$ cat config.mk
export PLATFORM = sky130hd
export DESIGN_NAME = bcd_step_counter
export DESIGN_NICKNAME = d
export VERILOG_FILES = /design/src/rtl/bcd_step_counter.sv
export SDC_FILE = /design/constraint.sdc
export NUM_CORES = 1
export LEC_CHECK = 0
export ABC_AREA = 1
export CORE_MARGIN = 2
export CORE_UTILIZATION = 67
export CTS_BUF_LIST = sky130_fd_sc_hd__clkbuf_8
export DETAILED_ROUTE_END_ITERATION = 6
export DONT_BUFFER_PORTS = 1
export PLACE_DENSITY_LB_ADDON = 0.15
export SYNTH_ARGS = -nofsm -noshare
export SYNTH_HDL_FRONTEND = slang
export SYNTH_SLANG_ARGS = --single-unit
$ cat constraint.sdc
create_clock -name sysclk -period 3.55 [get_ports sysclk]
set_input_delay 0.355 -clock sysclk [delete_from_list [all_inputs] [get_ports sysclk]]
set_output_delay 0.355 -clock sysclk [all_outputs]
set_load 0.01 [all_outputs]
$ cat src/rtl/bcd_step_counter.sv
// Multi-digit BCD up/down counter with a step prescaler, clear/load, wrap or saturate mode.
// Digits are stored in BCD and stepped by a per-digit carry/borrow ripple, with no divide or modulo logic.
module bcd_step_counter #(
   parameter int NUM_DIGITS = 4,
   parameter int STEP_TIME  = 12000000,
   parameter int PRESCALE_W = 24,
   parameter bit SATURATE   = 1'b0
) (
   input  logic                    sysclk,
   input  logic                    sysrst_n,
   input  logic                    en,
   input  logic                    up_dn,
   input  logic                    clear,
   input  logic                    load,
   input  logic [4*NUM_DIGITS-1:0] load_value,
   output logic [4*NUM_DIGITS-1:0] digits,
   output logic                    tick,
   output logic                    rollover
);
   localparam int W = 4*NUM_DIGITS;
   localparam logic [PRESCALE_W-1:0] PC_LAST = PRESCALE_W'(STEP_TIME-1);

   logic [PRESCALE_W-1:0] pcnt_q, pcnt_d;
   logic [W-1:0]          digits_q, digits_d;
   logic                  tick_q, tick_d;
   logic                  rollover_q, rollover_d;
   logic                  step;
   logic [W:0]            stepped;

   function automatic logic [3:0] clamp_digit(input logic [3:0] d);
      return (d > 4'd9) ? 4'd9 : d;
   endfunction

   function automatic logic [W-1:0] clamp_word(input logic [W-1:0] w);
      logic [W-1:0] r;
      r = '0;
      for (int i = 0; i < NUM_DIGITS; i++) r[4*i +: 4] = clamp_digit(w[4*i +: 4]);
      return r;
   endfunction

   // Result is {carry/borrow out of the top digit, stepped word}.
   function automatic logic [W:0] bcd_step(input logic [W-1:0] w, input logic up);
      logic [W-1:0] r;
      logic         c;
      logic [3:0]   d;
      r = '0;
      c = 1'b1;
      for (int i = 0; i < NUM_DIGITS; i++) begin
         d = clamp_digit(w[4*i +: 4]);
         if (!c) begin
            r[4*i +: 4] = d;
         end else if (up) begin
            if (d == 4'd9) r[4*i +: 4] = 4'd0;
            else begin
               r[4*i +: 4] = d + 4'd1;
               c = 1'b0;
            end
         end else begin
            if (d == 4'd0) r[4*i +: 4] = 4'd9;
            else begin
               r[4*i +: 4] = d - 4'd1;
               c = 1'b0;
            end
         end
      end
      return {c, r};
   endfunction

   always_comb begin
      pcnt_d     = pcnt_q;
      digits_d   = digits_q;
      tick_d     = 1'b0;
      rollover_d = 1'b0;
      step       = en && (pcnt_q == PC_LAST);
      stepped    = bcd_step(digits_q, up_dn);
      if (clear) begin
         digits_d = '0;
         pcnt_d   = '0;
      end else if (load) begin
         digits_d = clamp_word(load_value);
         pcnt_d   = '0;
      end else if (en) begin
         if (step) begin
            pcnt_d     = '0;
            tick_d     = 1'b1;
            rollover_d = stepped[W];
            // A saturated limit step still ticks but leaves the digits unchanged.
            digits_d   = (stepped[W] && SATURATE) ? clamp_word(digits_q) : stepped[W-1:0];
         end else begin
            pcnt_d = pcnt_q + 1'b1;
         end
      end
   end

   always_ff @(posedge sysclk or negedge sysrst_n) begin
      if (!sysrst_n) begin
         pcnt_q     <= '0;
         digits_q   <= '0;
         tick_q     <= 1'b0;
         rollover_q <= 1'b0;
      end else begin
         pcnt_q     <= pcnt_d;
         digits_q   <= digits_d;
         tick_q     <= tick_d;
         rollover_q <= rollover_d;
      end
   end

   assign digits   = digits_q;
   assign tick     = tick_q;
   assign rollover = rollover_q;
endmodule

[Word level (Yosys, flattened, before mapping)]
Index checks and enable logic that the tools add are counted.
Word-level totals
  flip-flop bits (word level): 42
  input bits: 22
  output and inout bits: 18
  word-level logic and storage cells: 88
Cells by class
  add/subtract/negate cells: 9
  order comparisons: 8
  equal/unequal tests: 5
  muxes and demuxes: 54
  reduce and logical (&&, ||, !) cells: 8
Operators with widths (number)
  two-way mux 24 bit: 4
  two-way mux 4 bit: 23
  two-way mux 16 bit: 4
  > comparator 4 bit (second input constant): 8
  adder 24 x 1 -> 24 bit (second input constant): 1
  equality test 24 bit (second input constant): 1
  two-way mux 1 bit: 23
  adder 4 x 1 -> 4 bit (second input constant): 4
  equality test 4 bit (second input constant): 4
  zero test 4 bit: 4
  subtractor 4 x 1 -> 4 bit (second input constant): 4
  nonzero test 3 bit: 2
  AND reduction 2 bit: 1
  logical AND 1 bit: 1

[Longest topological paths before layout]
Gate-level depths: netlist of run 1.
  depth in word-level cells: 12
  gate-level depth with buffers: 15
  mapped depth without buffers: 15

[Worst setup path before layout of run 1]
OpenSTA, ideal clock, no wires.
  path kind: register -> register
  start point: register digits_q[11], in the netlist digits[11]
  end point: register digits_q[15], in the netlist digits[15]
  library setup time: 116 ps
  arrival time: 1772 ps
  required time: 3434 ps
  setup slack: 1661 ps
  cell stages (with the launch flop): 13
  path buffers: 0
  period minus slack after synthesis: 1889 ps
  path through: dfrtp_1 inv_1 a21oi_1 or2_2 ha_1 a31oi_1 nor2_1 nand2_2 nand2_1 nand2_1 nand2_1 nand2_1 nand2_1
On the way
  longest elaborated chain between the ends: 11
  elaborated cells between the ends (all ways): 13
  those cells by class: 1 x order compare; 1 x eq/ne; 10 x mux; 1 x reduce/logical
Ends and longest elaborated chain
  start, declared: RTL line 24  | logic [W-1:0] digits_q, digits_d;
  start signal, assigned: RTL line 103  | digits_q <= digits_d;
  > comparator 4 bit
  two-way mux 4 bit *: RTL line 31  | return (d > 4'd9) ? 4'd9 : d;
  equality test 4 bit / zero test 4 bit (equally long branches): RTL line 53, 59
  two-way mux 1 bit (on tied branches): RTL line 53, 59
  two-way mux 1 bit *: RTL line 52  | end else if (up) begin
  two-way mux 1 bit *: RTL line 50  | if (!c) begin
  two-way mux 4 bit *: RTL line 50
  two-way mux 16 bit *: RTL line 83  | if (step) begin
  two-way mux 16 bit *: RTL line 82  | end else if (en) begin
  two-way mux 16 bit *: RTL line 79  | end else if (load) begin
  two-way mux 16 bit *: RTL line 76  | if (clear) begin
Mark *: on every way between the ends. The rest lies on a longest branch, timed or not. The select of a mux whose other input is x is not followed.
A chain may end at the register's enable or synchronous reset.

[Worst setup path in the final report of run 1]
  start point: register digits_q[3], in the netlist digits[3]
  end point: register digits_q[13], in the netlist digits[13]
On the way
  longest elaborated chain between the ends: 12
  elaborated cells between the ends (all ways): 14
  those cells by class: 1 x order compare; 1 x eq/ne; 11 x mux; 1 x reduce/logical
Ends and longest elaborated chain (RTL line)
  > comparator 4 bit
  two-way mux 4 bit *: 31
  equality test 4 bit / zero test 4 bit (equally long branches): 53, 59
  two-way mux 1 bit (on tied branches): 53, 59
  two-way mux 1 bit *: 52
  two-way mux 1 bit * (2 in series): 50
  two-way mux 4 bit *: 50
  two-way mux 16 bit *: 83
  two-way mux 16 bit *: 82
  two-way mux 16 bit *: 79
  two-way mux 16 bit *: 76
Marked as above.

==> reports/summary.txt, run 1 <==
Status -> finished clean
Die ar. -> 5585 µm²
Input/output buffers -> 0
Chip width -> 74.73 µm
# diodes -> 0
Mapped Cells -> 520
F_max -> 442.3 MHz
Row count -> 25
Critical path class -> flip-flop to flip-flop
RSZ-0062 raised after global routing -> false
Worst slew margin -> 51.59%
H-tree depth -> 2
Total track usage -> 31.20%
Initial Util -> 70.04%
Crit Path Max Fanout -> 6
Clk_lat worst skew -> 0.30 ns
Final setup vio count -> 0
# nets final -> 555
Yosys cell types -> 40
Antenna Nets Post-Route -> 0
CP Capture Type -> flip-flop
Post-synthesis mux area share -> 0%
Drt first pass iters -> 6
Crit path launch type -> flip-flop
Synth Area in XOR/XNOR -> 0.5226%
Routed wire length -> 8384 µm
Worst VDD drop -> 0.1784 mV
Clk buf depth -> 2
Initial antenna violation count -> 0
Syn Area/Cell -> 6.446 µm²
Synth Area in Adders -> 4.853%
Core Util, Final -> 73.54%
Drc violations -> 0
WP data arrival -> 2.45 ns
Largest family of logic cells by synthesized area -> simple AND/OR/NAND/NOR gates
Synth Cell Area -> 3352 µm²
Share of cells above drive strength 1 -> 7.486%
Post-synthesis compound-gate area fraction -> 12.62%
Max-slew violations -> 0
Largest net degree at the start of global routing -> 43
Total negative slack -> 0 ns
Min Tclk post-route -> 2.261 ns
Sink Count -> 42
Core Box Area -> 4786 µm²
Routability cong. -> 0.9988
Routed WL per cell -> 14.26 µm
DR iter-0 viols -> 335
Routed vias -> 3469
Ys Warns -> 0
CTS tree -> built
Area growth, synth to finish -> 5.002%
Clk slew on worst S/H paths -> 0.09 ns
Final Hold Fails -> 0
Grt ovf -> 0
Power per cell area -> 339.9 nW/µm²
Post-synth net total -> 555
Min-delay worst type -> input pin to flip-flop
Seq cells post-synth -> 42
Vias in the first global route -> 3152
First-pass GRT wire length -> 13700 µm
Commonest non-fill, non-tap cell in the layout -> nand2_1
Pleak -> 1.671 nW
Root buf cell -> clkbuf_8
Post-synthesis sequential area ratio -> 31.35%
Synth Area in Simple Gates -> 41.21%
Vias per cell -> 5.900
FILL cells -> 392
Max Cap Viol -> 0
Post-DP HPWL -> 6029 µm
Clock Skew -> 0.006499 ns
Postcts setup bufs -> 0
Measured slew at the worst slew-check pin -> 0.7254 ns
I/O pins -> 40
Fin crit share -> 63.69%
CTS buffer count -> 5
Chip height -> 74.73 µm
CP required -> 3.74 ns
Commonest cells after routing, fill and taps aside -> nand2_1 (144), inv_1 (62), nor2_1 (61)
[area by class of cell]
type,count,area [µm²],share of cell area [%]
Timing Repair Buffer,2,30.03,0.8532
Sequential cell,42,1051,29.86
Inverter,68,260.3,7.394
Multi-Input combinational cell,401,1984,56.38
Tap cell,67,83.83,2.382
Clock inverter,3,41.29,1.173
Clock buffer,5,68.82,1.955
[cell usage after synthesis]
master,n,share of area [%]
a21boi_0,1,0.22
a21oi_1,30,4.5
a31oi_1,3,0.56
and2_1,1,0.19
and3_1,2,0.37
buf_1,1,0.11
buf_2,2,0.30
buf_4,1,0.22
buf_6,2,0.67
clkbuf_1,2,0.22
clkbuf_2,1,0.15
clkinv_4,1,0.26
dfrtp_1,42,31
ha_1,13,4.9
inv_1,61,6.8
inv_2,6,0.67
nand2_1,144,16
nand2_2,6,1.1
nand2_4,3,1.0
nand3_1,48,7.2
nand3_2,1,0.30
nand4_1,9,1.7
nand4_2,1,0.37
nor2_1,61,6.8
nor2_2,4,0.75
nor2_4,3,1.0
nor3_1,17,2.5
nor3_2,1,0.30
nor3_4,1,0.49
nor3b_1,1,0.22
o211ai_1,3,0.67
o21a_1,1,0.22
o21ai_0,33,4.9
o21ai_1,2,0.30
o21ai_2,1,0.26
o21bai_1,1,0.22
o22ai_1,4,0.75
or2_2,3,0.56
or3_1,1,0.19
xor2_1,2,0.52
[repair_timing]
item,in CTS,in global routing
hold buffers,2,0
resized for setup,0,0
hold endpoints to repair,42,0
setup endpoints to repair,0,0
[worst paths after layout]
path	startpoint	end	slack [ns]	depth (start not counted)
min in group asynchronous	sysrst_n	pcnt_q[20]$_DFFE_PN0P_	0.55	2
worst min register to register	pcnt_q[1]$_DFFE_PN0P_	pcnt_q[1]$_DFFE_PN0P_	0.54	2
worst max register to register	digits[3]$_DFFE_PN0P_	digits[13]$_DFFE_PN0P_	1.29	13
worst min-delay path	en	pcnt_q[1]$_DFFE_PN0P_	0.19	2
worst max-delay path	digits[3]$_DFFE_PN0P_	digits[13]$_DFFE_PN0P_	1.29	13
max in group asynchronous	sysrst_n	digits[10]$_DFFE_PN0P_	2.79	2
[metal layers]
layer / vias to the layer above / GRT usage [%] / part of all wire, %
met5: - / 0 / 0
li1: 1690 / - / -
met4: 0 / 12.30 / 1.8
met3: 19 / 4.552 / 9.4
met2: 178 / 50.25 / 45
met1: 1582 / 42.53 / 44
[critical path, cell delays in order, from the launching register on]
cell	delay, ns
dfrtp_1	0.46
inv_1	0.19
a21oi_1	0.08
nor2_1	0.19
ha_1	0.22
nand2_1	0.09
o21ai_2	0.19
nand2_2	0.14
nor2_4	0.19
nand2_2	0.10
nand2_1	0.07
nand3_1	0.08
nand2_1	0.11
nand2_1	0.05
[kinds of logic after synthesis]
kind of cell | count (synthesis)
AO/OA/AOI/OAI | 79
flip-flops | 42
XOR/XNOR | 2
buffers and inverters | 77
AND/OR/NAND/NOR | 307
adder cells (fa/ha/maj) | 13
[flip-flops by register name, summed over array words and instances (netlist names)]
signal    cells
digits       16
rollover      1
tick          1
pcnt_q       24
[report_power, final]
part	leakage [nW]	internal, mW	switching, mW	total, mW
Clock	0.0556	0.207	0.179	0.387
Sequential	0.573	0.497	0.0365	0.534
Combinational	1.04	0.0921	0.184	0.276
Total	1.67	0.796	0.400	1.20
[through the flow]
stage | worst slack, ns | total power, mW | instance area, µm² | hold slack [ns] | instances
floorplan | 1.661 | 0.7484 | 3352 | 0.05941 | 520
global placement | 1.424 | 0.7896 | 3379 | 0.06025 | 578
detailed placement | 1.386 | 0.7964 | 3379 | 0.06029 | 578
CTS | 1.348 | 1.193 | 3520 | 0.1890 | 588
global route | 1.089 | 1.260 | 3520 | 0.1836 | 588
finish | 1.289 | 1.196 | 3520 | 0.1879 | 588
(Power assumes the default switching activity.)
==> inputs of run 2 (changes only) <==
--- a/config.mk
+++ b/config.mk
@@ -7,7 +7,7 @@
 export LEC_CHECK = 0
 export ABC_AREA = 1
 export CORE_MARGIN = 2
-export CORE_UTILIZATION = 67
+export CORE_UTILIZATION = 60
 export CTS_BUF_LIST = sky130_fd_sc_hd__clkbuf_8
 export DETAILED_ROUTE_END_ITERATION = 6
 export DONT_BUFFER_PORTS = 1
==> constraint.sdc (replaced) <==
create_clock -name sysclk -period 1.9 [get_ports sysclk]
set_input_delay 0.19 -clock sysclk [delete_from_list [all_inputs] [get_ports sysclk]]
set_output_delay 0.19 -clock sysclk [all_outputs]
set_load 0.01 [all_outputs]
==> run 2 against run 1 <==
Effect of this change:
- the flow now finishes with violations (negative setup slack)
- die area increased by 11%
- hold slack got worse by 0.16 ns
- register-to-register slack got worse by 1.3 ns
- sequential share of layout area decreased by 4.1 points
- critical endpoint is now digits[10]$_DFFE_PN0P_
- largest cell class unchanged
==> reports/summary.txt, run 2 (synthesis results as in run 1) <==
Status -> finished with violations
Failing checks -> negative setup slack
Worst path bufs/invs -> 1 (unchanged)
Final Hold Fails -> 0 (unchanged)
Clock Skew -> 0.008647 ns (+0.002149 ns)
Chip height -> 78.75 µm (+5.4%)
Area growth, synth to finish -> 21.58%
CP Capture Type -> flip-flop
Vias in the first global route -> 3431 (+8.9%)
Worst VDD drop -> 0.4001 mV (+120%)
# nets final -> 596 (+7.4%)
Placed Cells -> 618 (+6.9%)
Reg with most FFs -> pcnt_q
First-pass GRT wire length -> 15410 µm (+12%)
Routed vias -> 3660 (+5.5%)
CP required -> 2.10 ns (-1.64 ns)
RSZ-0062 raised after global routing -> true
Max-slew violations -> 0 (unchanged)
Routed WL per cell -> 15.27 µm (+7.1%)
Max Cap Viol -> 0 (unchanged)
Final setup vio count -> 8 (+8)
Initial antenna violation count -> 0 (unchanged)
Crit path launch type -> flip-flop
Root buf cell -> clkbuf_8
DR iter-0 viols -> 404 (+21%)
Core Box Area -> 5439 µm² (+14%)
Fin crit share -> 102.1% (+38 points)
Die ar. -> 6201 µm² (+11%)
P_sw -> 0.8523 mW (+110%)
Largest net degree at the start of global routing -> 43 (unchanged)
Switching portion of total power -> 31.81% (-1.6 points)
WP data arrival -> 2.14 ns (-0.31 ns)
Commonest cells after routing, fill and taps aside -> nand2_1 (134), nor2_1 (58), inv_1 (54)
Total power -> 2.679 mW (+120%)
Power per cell area -> 657.5 nW/µm² (+93%)
Chip width -> 78.75 µm (+5.4%)
Placement Cell Area -> 3649 µm² (+8.0%)
Routed wire length -> 9679 µm (+15%)
Largest register FFs -> 24 (unchanged)
Post-DP HPWL -> 6482 µm (+7.5%)
Drt first pass iters -> 6 (unchanged)
Pre-CTS WS -> -0.06019 ns (-1.446 ns)
Pleak -> 1.917 nW (+15%)
Flop pwr share -> 35.8% (-8.8 points)
CTS tree -> built
Sink Count -> 42 (unchanged)
Crit Path Max Fanout -> 4 (-2)
Cell internal pwr -> 1.827 mW (+130%)
Initial Util -> 61.63% (-8.4 points)
Min Tclk post-route -> 1.941 ns (-0.3203 ns)
# diodes -> 0 (unchanged)
Routability cong. -> 0.9103 (-8.9%)
Clk buf depth -> 2 (unchanged)
F_max -> 515.2 MHz (+17%)
Post-Layout Inst Area -> 4075 µm² (+16%)
Input/output buffers -> 0 (unchanged)
Drc violations -> 0 (unchanged)
Slack of the critical path -> -0.04082 ns (-1.330 ns)
Top Family by Delay on Critical Path -> simple AND/OR/NAND/NOR gates
Combinational share of power -> 31.1% (+8.0 points)
Row count -> 27 (+8.0%)
Worst slew margin -> 78.38% (+27 points)
Measured slew at the worst slew-check pin -> 0.3218 ns (-0.4035 ns)
Final Non-Filler Cells -> 634 (+7.8%)
Min-delay worst type -> input pin to flip-flop
Most used cell, CP -> nand2_1
Max stage delay on crit path -> 0.40 ns (-0.06 ns)
Clk slew on worst S/H paths -> 0.09 ns (about the same)
Grt ovf -> 0 (unchanged)
Critical path class -> flip-flop to flip-flop
CP cell instances -> o21ai_2 -> nand2_2 -> inv_2 -> ha_2 -> nand3_2 -> nand2_4 -> nand2_2 -> nor2_4 -> nand3_1 -> nand2_1 -> nand2_1 -> nand3_1 -> nand2_1
Commonest non-fill, non-tap cell in the layout -> nand2_1
Total track usage -> 31.15% (-0.053 points)
Clk_lat worst skew -> 0.30 ns (about the same)
H-tree depth -> 2 (unchanged)
Share of cells above drive strength 1 -> 21.17% (+14 points)
I/O pins -> 40 (unchanged)
Clock share of power -> 33.1% (+0.8 points)
Antenna Nets Post-Route -> 0 (unchanged)
CP max stage cell -> dfrtp_1
Vias per cell -> 5.773 (-2.1%)
CTS buffer count -> 5 (unchanged)
FILL cells -> 417 (+6.4%)
==> run 2: cell count changes in the layout (fill, tap and decap cells not counted), sizes merged <==
cell and delta:
buf +41, bufinv +1, clkbuf +1, clkinvlp -1, inv -1
==> run 2: worst paths after layout <==
path	start	to	slack, ns	depth (start not counted)
min in group asynchronous	sysrst_n	digits[1]$_DFFE_PN0P_	0.35	2
max reg2reg	digits[5]$_DFFE_PN0P_	digits[10]$_DFFE_PN0P_	-0.04	13
max in group asynchronous	sysrst_n	digits[13]$_DFFE_PN0P_	1.35	2
max	digits[5]$_DFFE_PN0P_	digits[10]$_DFFE_PN0P_	-0.04	13
min reg2reg	pcnt_q[1]$_DFFE_PN0P_	pcnt_q[1]$_DFFE_PN0P_	0.56	2
min	en	pcnt_q[20]$_DFFE_PN0P_	0.03	2
==> run 2: timing repair <==
action | in CTS | in global routing
hold buffers | 2 | 0
endpoints found under the setup margin | 12 | 22
gates resized for setup | 15 | 51
endpoints found under the hold margin | 42 | 0
pin swaps | 14 | 16
setup buffers | 5 | 1
==> run 2: cell type report <==
cell class	instances	area (µm²)	area share (%)
Multi-Input combinational cell	401	2187	53.67
Sequential cell	42	1051	25.79
Timing Repair Buffer	43	341.6	8.382
Inverter	68	262.8	6.448
Tap cell	72	90.09	2.211
Clock buffer	6	82.58	2.026
Clock inverter	2	60.06	1.474
==> run 2: metal layers <==
layer / part of all wire (%) / up-vias / global-route usage, % / wire length (µm)
li1: - / 1770 / - / -
met1: 42 / 1674 / 40.36 / 4019
met2: 48 / 176 / 53.50 / 4676
met3: 7.3 / 40 / 4.545 / 705
met4: 2.9 / 0 / 10.18 / 277
met5: 0 / - / 0 / 0
==> run 2: metrics by stage <==
step	TNS [ns]	utilization [%]	hold slack [ns]
after floorplan	0	-	-0.1056
after global placement	-0.03887	67.08	-0.1048
after detailed placement	-0.2917	67.08	-0.1046
after CTS	-0.03252	71.66	0.02621
after global routing	-1.360	74.93	0.03953
final	-0.1706	74.93	0.03055
==> run 2: power by group through the flow <==
stage / Combinational [mW] / Clock (mW) / Sequential (mW)
detailed placement: 0.624 / 0 / 0.971
floorplan: 0.399 / 0 / 0.999
CTS: 0.703 / 0.907 / 0.955
global placement: 0.612 / 0 / 0.970
finish: 0.833 / 0.887 / 0.960
global route: 0.911 / 0.927 / 0.964
